### config.mk
export PLATFORM = sky130hd
export DESIGN_NAME = reg_dep_tracker
export DESIGN_NICKNAME = d
export VERILOG_FILES = /design/src/rtl/reg_dep_tracker.sv
export SDC_FILE = /design/constraint.sdc
export NUM_CORES = 1
export LEC_CHECK = 0
export ABC_AREA = 1
export ABC_CLOCK_PERIOD_IN_PS = 4750
export CORE_ASPECT_RATIO = 0.7
export CORE_UTILIZATION = 50
export DETAILED_ROUTE_END_ITERATION = 10
export GPL_ROUTABILITY_DRIVEN = 0
export PLACE_DENSITY_LB_ADDON = 0.12
export SLEW_MARGIN = 0
export SYNTH_ARGS = -nofsm -noshare
export SYNTH_HDL_FRONTEND = slang
export SYNTH_SLANG_ARGS = --single-unit
### constraint.sdc
create_clock -name clk -period 4.75 [get_ports clk]
set_clock_uncertainty 0.2 [all_clocks]
set_input_delay 1.425 -clock clk [delete_from_list [all_inputs] [get_ports clk]]
set_output_delay 1.425 -clock clk [all_outputs]
set_load 0.1 [all_outputs]
### src/rtl/reg_dep_tracker.sv
// reg_dep_tracker
//   Decodes the Y86 source and destination register IDs of the instruction in decode.
//   Carries each instruction's dstE/dstM through a DEPTH-stage shadow pipe (E..W).
//   From that pipe it produces the bypass selects for both sources and the load-use stall.
//
// Ports
//   clk, rst            clock; synchronous active-high reset
//   d_valid             decode slot holds a real instruction
//   d_icode, d_ifun     decode-stage icode/ifun
//   d_rA, d_rB          register fields
//   e_cnd               condition result for the instruction in stage 0 (E)
//   flush               squash: the decode slot does not enter E
//   d_srcA, d_srcB      decoded source registers (combinational)
//   fwdA_sel, fwdB_sel  bypass selects:
//                         0      register file
//                         1      E valE
//                         2*i    stage i valM
//                         2*i+1  stage i valE
//   stall               load-use stall: hold F/D, bubble into E
//   dstE_vec, dstM_vec  per-stage destinations, stage i at [i*REG_WID +: REG_WID]

module reg_dep_tracker #(
   parameter int unsigned          REG_WID = 4,
   parameter int unsigned          DEPTH   = 3,
   parameter logic [REG_WID-1:0]   NONE_ID = {REG_WID{1'b1}},
   parameter logic [REG_WID-1:0]   RSP_ID  = REG_WID'(4),
   localparam int unsigned         FWD_W   = $clog2(2*DEPTH+1)
) (
   input  logic                       clk,
   input  logic                       rst,
   input  logic                       d_valid,
   input  logic [3:0]                 d_icode,
   input  logic [3:0]                 d_ifun,
   input  logic [REG_WID-1:0]         d_rA,
   input  logic [REG_WID-1:0]         d_rB,
   input  logic                       e_cnd,
   input  logic                       flush,
   output logic [REG_WID-1:0]         d_srcA,
   output logic [REG_WID-1:0]         d_srcB,
   output logic [FWD_W-1:0]           fwdA_sel,
   output logic [FWD_W-1:0]           fwdB_sel,
   output logic                       stall,
   output logic [DEPTH*REG_WID-1:0]   dstE_vec,
   output logic [DEPTH*REG_WID-1:0]   dstM_vec
);

   localparam logic [3:0] ic_halt   = 4'h0;
   localparam logic [3:0] ic_nop    = 4'h1;
   localparam logic [3:0] ic_cmovxx = 4'h2;
   localparam logic [3:0] ic_irmovq = 4'h3;
   localparam logic [3:0] ic_rmmovq = 4'h4;
   localparam logic [3:0] ic_mrmovq = 4'h5;
   localparam logic [3:0] ic_opq    = 4'h6;
   localparam logic [3:0] ic_jxx    = 4'h7;
   localparam logic [3:0] ic_call   = 4'h8;
   localparam logic [3:0] ic_ret    = 4'h9;
   localparam logic [3:0] ic_pushq  = 4'hA;
   localparam logic [3:0] ic_popq   = 4'hB;

   typedef logic [DEPTH-1:0][REG_WID-1:0] stage_vec_t;

   logic [REG_WID-1:0] src_a, src_b, dst_e, dst_m;
   logic               is_cmov;

   stage_vec_t         dste_q, dste_d, dstm_q, dstm_d, dste_eff;
   logic               cmov_q, cmov_d;
   logic [REG_WID-1:0] dste0_eff;
   logic               take;

   // Decode of the instruction in the D slot
   always_comb begin
      src_a   = NONE_ID;
      src_b   = NONE_ID;
      dst_e   = NONE_ID;
      dst_m   = NONE_ID;
      is_cmov = 1'b0;
      if (d_valid) begin
         case (d_icode)
            ic_halt, ic_nop, ic_jxx: ;
            ic_cmovxx: begin
               src_a   = d_rA;
               dst_e   = d_rB;
               is_cmov = (d_ifun != 4'h0);
            end
            ic_irmovq: dst_e = d_rB;
            ic_rmmovq: begin
               src_a = d_rA;
               src_b = d_rB;
            end
            ic_mrmovq: begin
               src_b = d_rB;
               dst_m = d_rA;
            end
            ic_call: begin
               src_b = RSP_ID;
               dst_e = RSP_ID;
            end
            ic_ret: begin
               src_a = RSP_ID;
               src_b = RSP_ID;
               dst_e = RSP_ID;
            end
            ic_pushq: begin
               src_a = d_rA;
               src_b = RSP_ID;
               dst_e = RSP_ID;
            end
            ic_popq: begin
               src_a = RSP_ID;
               src_b = RSP_ID;
               dst_e = RSP_ID;
               dst_m = d_rA;
            end
            // ic_opq and unassigned icodes: generic rA/rB behaviour
            default: begin
               src_a = d_rA;
               src_b = d_rB;
               dst_e = d_rB;
            end
         endcase
      end
   end

   // A conditional move whose condition failed writes nothing
   assign dste0_eff = (cmov_q && !e_cnd) ? NONE_ID : dste_q[0];

   always_comb begin
      dste_eff    = dste_q;
      dste_eff[0] = dste0_eff;
   end

   // dstM in E has no value yet, so any reader of it must wait a cycle
   assign stall = d_valid && !flush && (dstm_q[0] != NONE_ID) &&
                  ((dstm_q[0] == src_a) || (dstm_q[0] == src_b));

   assign take = d_valid && !stall && !flush;

   // Walk oldest to youngest so the youngest hit overwrites; valM checked after valE
   // within a stage so dstM wins when both name the same register.
   function automatic logic [FWD_W-1:0] fwd_sel(input logic [REG_WID-1:0] src,
                                                 input stage_vec_t      e_vec,
                                                 input stage_vec_t      m_vec);
      logic [FWD_W-1:0] sel;
      sel = '0;
      if (src != NONE_ID) begin
         for (int i = DEPTH - 1; i >= 1; i--) begin
            if (e_vec[i] == src) sel = FWD_W'(2 * i + 1);
            if (m_vec[i] == src) sel = FWD_W'(2 * i);
         end
         if (e_vec[0] == src) sel = FWD_W'(1);
      end
      return sel;
   endfunction

   assign fwdA_sel = fwd_sel(src_a, dste_eff, dstm_q);
   assign fwdB_sel = fwd_sel(src_b, dste_eff, dstm_q);

   assign d_srcA   = src_a;
   assign d_srcB   = src_b;
   assign dstE_vec = dste_eff;
   assign dstM_vec = dstm_q;

   // Stages past E never stall; the resolved stage-0 dstE is what moves on
   always_comb begin
      dste_d = {dste_eff[DEPTH-2:0], (take ? dst_e : NONE_ID)};
      dstm_d = {dstm_q[DEPTH-2:0], (take ? dst_m : NONE_ID)};
      cmov_d = take && is_cmov;
   end

   always_ff @(posedge clk) begin
      if (rst) begin
         dste_q <= {DEPTH{NONE_ID}};
         dstm_q <= {DEPTH{NONE_ID}};
         cmov_q <= 1'b0;
      end else begin
         dste_q <= dste_d;
         dstm_q <= dstm_d;
         cmov_q <= cmov_d;
      end
   end

endmodule
==> reports/qor.csv, run 1 <==
metric,value,unit
outcome,aborted with a tool error,
failing step,clock tree synthesis (4_1_cts),
Run Error,"[ERROR DPL-0038] Utilization greater than 100%, impossible to legalize",
# IOs,60,
hold buffer count at CTS,0,
die extent in x,74.27,um
sequential area share after synthesis,27.38,%
mapped cell area,0.001828,mm2
Yosys cell types,27,
dpl ws,-0.4509,ns
clk root buf,clkbuf_8,
Post-synth ARST share,0,%
Die Span Y,52.59,um
top-count cell post-synth,nand2_1,
largest area contributor in the netlist,dfxtp_1,
post-cts resize count,97,
YS warnings,0,
CTS sink cnt,25,
Post-Syn Nets,297,
flip-flop and latch count after synthesis,25,
Post-synth EDFFs,0,
Starting Density,55.09,%
Num CTS Buffers,3,
I/O Buffers,59,
synth top area cells,"dfxtp_1 (27%), nand2_1 (17%), xor2_1 (12%), inv_1 (7.2%), nand3_1 (5.2%)",
num rows,17,
Cells after DPL,420,
syn avg cell area,6.623,um2
share of the synthesized area in the top cell type,27.38,%
synth cell count leaders,"nand2_1 (81), inv_1 (35), dfxtp_1 (25), xor2_1 (25), nand3_1 (19)",
Max H-tree Level,1,
Max Root-Sink Buffers,2,
"Primary FF master, synth",dfxtp_1,
hpwl dp,6576,um
Synth Instances,276,
Post-CTS Setup Repair Bufs,17,
-- per-stage QoR --
stage / area, um2 / TNS [ns]
after detailed placement: 3095 / -2.846
after floorplan: 1964 / -0.3560
after global placement: 3095 / -1.890
-- cell families after synthesis --
kind of cell | share of synthesized area [%]
DFF | 27.38
xor gates and xnor gates | 13.42
buffers and inverters | 11.77
and+or+nand+nor | 42.44
AOI/OAI and AO/OA | 4.997
==> run 2, diff against run 1 <==
--- a/config.mk
+++ b/config.mk
@@ -7,11 +7,10 @@
 export LEC_CHECK = 0
 export ABC_AREA = 1
 export ABC_CLOCK_PERIOD_IN_PS = 4750
-export CORE_ASPECT_RATIO = 0.7
-export CORE_UTILIZATION = 50
+export CORE_UTILIZATION = 37
 export DETAILED_ROUTE_END_ITERATION = 10
 export GPL_ROUTABILITY_DRIVEN = 0
-export PLACE_DENSITY_LB_ADDON = 0.12
+export PLACE_DENSITY_LB_ADDON = 0.15
 export SLEW_MARGIN = 0
 export SYNTH_ARGS = -nofsm -noshare
 export SYNTH_HDL_FRONTEND = slang
==> reports/qor.csv, run 2 <==
metric,value,unit,change
largest net degree at the start of global routing,17,,
top-count cell post-synth,nand2_1,,unchanged
vias per cell,4.917,,
Slew headroom,34.59,%,
fin crit share,98.70,%,
Iter 0 DRT Violations,192,,
Post-synth EDFFs,0,,unchanged
Num CTS Buffers,3,,unchanged
total gr overflow,0,,
Post-synth ARST share,0,%,unchanged
min-delay src,dstM_vec[2]$_SDFF_PP1_,,
final worst slack,0.06158,ns,
share of the synthesized area in the top cell type,27.38,%,unchanged
largest area contributor in the netlist,dfxtp_1,,unchanged
Max H-tree Level,1,,unchanged
num rows,25,,was 17
vias,2242,,
pwr/cell area,220.1,mW/mm2,
crit end category,primary output,,
CP max FO,7,,
R2R depth,6,,
Final nets,411,,
DR DRC count,0,,
post-layout min period,4.688,ns,
Syn-to-layout area delta,90.14,%,
share of layout cells above drive strength 1,39.07,%,
Setup crit start,d_icode[3],,
worst hold path type,register to register,,
most frequent cells in the layout,"nand2_1 (74), buf_4 (50), inv_1 (29), clkdlybuf4s50_1 (29), dfxtp_1 (25)",,
Largest register FFs,12,,
Worst IR Drop VDD,0.1537,mV,
Cells after DPL,436,,was 420
YS warnings,0,,unchanged
initial antenna violation count,0,,
clk root buf,clkbuf_8,,unchanged
vias in the first global route,2034,,
total die area,0.005226,mm2,
fin. max-slew vios,0,,
Post-Syn Nets,297,,unchanged
flip-flop and latch count after synthesis,25,,unchanged
Core Area,0.004723,mm2,
synth top area cells,"dfxtp_1 (27%), nand2_1 (17%), xor2_1 (12%), inv_1 (7.2%), nand3_1 (5.2%)",,unchanged
total wire length,6497,um,
"commonest non-fill, non-tap cell in the layout",nand2_1,,
Starting Density,38.70,%,was 55.09%
Total Routing Usage GR,23.77,%,
CTS sink cnt,25,,unchanged
I/O Buffers,59,,unchanged
"Hold Vio Cnt, Final",0,,
Post-Layout Cell Count,456,,
fmax,213.3,MHz,
Final Power,764.9,uW,
dpl ws,-0.3685,ns,was -0.4509 ns
post-DR wirelength/cell,14.25,um,
first-pass iteration count of the detailed router,4,,
die extent in x,72.29,um,was 74.27 um
maxcap violations,0,,
syn avg cell area,6.623,um2,unchanged
mapped cell area,0.001828,mm2,unchanged
first-pass GRT wire length,9611,um,
synth cell count leaders,"nand2_1 (81), inv_1 (35), dfxtp_1 (25), xor2_1 (25), nand3_1 (19)",,unchanged
CTS tree,yes,,
Least-Margin Pin Slew,0.9780,ns,
Crit Reg-Reg Startpoint,dstM_vec[1]$_SDFF_PP1_,,
setup TNS,0,ns,
sequential area share after synthesis,27.38,%,unchanged
leakage,1.746,nW,
crit path DAT,3.06,ns,
unrepaired setup endpoints after global routing,true,,
Max Root-Sink Buffers,2,,unchanged
Synth Instances,276,,unchanged
hold depth,2,,
Hold WS,0.3307,ns,
# IOs,60,,unchanged
Yosys cell types,27,,unchanged
Worst-Skew Late Latency,0.28,ns,
"Primary FF master, synth",dfxtp_1,,unchanged
CP Launch Type,input port,,
Die Span Y,72.29,um,was 52.59 um
outcome,"complete, no violations",,was aborted with a tool error
"CTS clk-pin slew, worst paths",0.10,ns,
Ant. Diodes,0,,
hpwl dp,4655,um,was 6576 um
Setup-failing EPs final,0,,
WS Path Type,input port to primary output,,
"Req. time, crit path",3.12,ns,
post-route ant nets,0,,
==> run 2: routing by layer <==
layer,share of wire (%),GRT usage (%),wire (um)
met5,0,0,0
met4,1.8,6.318,118
met3,4.9,3.194,317
met2,51,40.50,3285
met1,43,31.53,2776
==> run 2: worst paths after layout <==
path,slack (ns),end
max,0.06,fwdA_sel[2]
min,0.33,dstM_vec[6]$_SDFF_PP1_
max reg2reg,3.06,dstM_vec[2]$_SDFF_PP1_
min reg2reg,0.33,dstM_vec[6]$_SDFF_PP1_
==> run 2: per-stage QoR <==
step	cell area [um2]	util, %
after floorplan	1964	-
after global placement	3090	65.43
after detailed placement	3090	65.43
after CTS	3242	68.64
after global routing	3476	73.59
final	3476	73.59
==> run 2: final cells by class <==
type,count,area [um2]
clock inverter,1,8.758
sequential,25,500.5
inverter,39,163.9
timing repair buffer,118,1267
multi-input combinational,203,1410
fill,346,1247
clock buffer,3,41.29
tap,67,83.83
==> run 2: report_power, final <==
| group | switching [mW] | internal [mW] |
|---|---|---|
| clock | 0.0792 | 0.0618 |
| sequential | 0.00200 | 0.212 |
| combinational | 0.252 | 0.159 |
| total | 0.333 | 0.432 |
==> run 2: worst max-delay path: stages <==
cell	delay, ns
clkbuf_4	0.15
inv_4	0.07
nand2_4	0.09
nand2_4	0.09
nor2_8	0.26
nand2_8	0.11
inv_4	0.08
nand2_1	0.06
nand2_2	0.07
a21oi_2	0.04
nand3_1	0.11
nand2_1	0.07
buf_4	0.14
nor2_4	0.11
buf_12	0.18
==> run 2: logic make-up after synthesis <==
family	count (synthesis)	synth area share, %
buffers and inverters	49	11.77
and+or+nand+nor	157	42.44
DFF	25	27.38
xor gates and xnor gates	28	13.42
AOI/OAI and AO/OA	17	4.997
==> run 2: what timing repair did <==
item	4_1_cts	5_1_grt
gates cloned	1	0
gates resized for setup	28	52
buffers inserted	4	12
pin swaps	16	33
setup endpoints to repair	7	7
hold buffers	0	0
(Power assumes the default switching activity.)
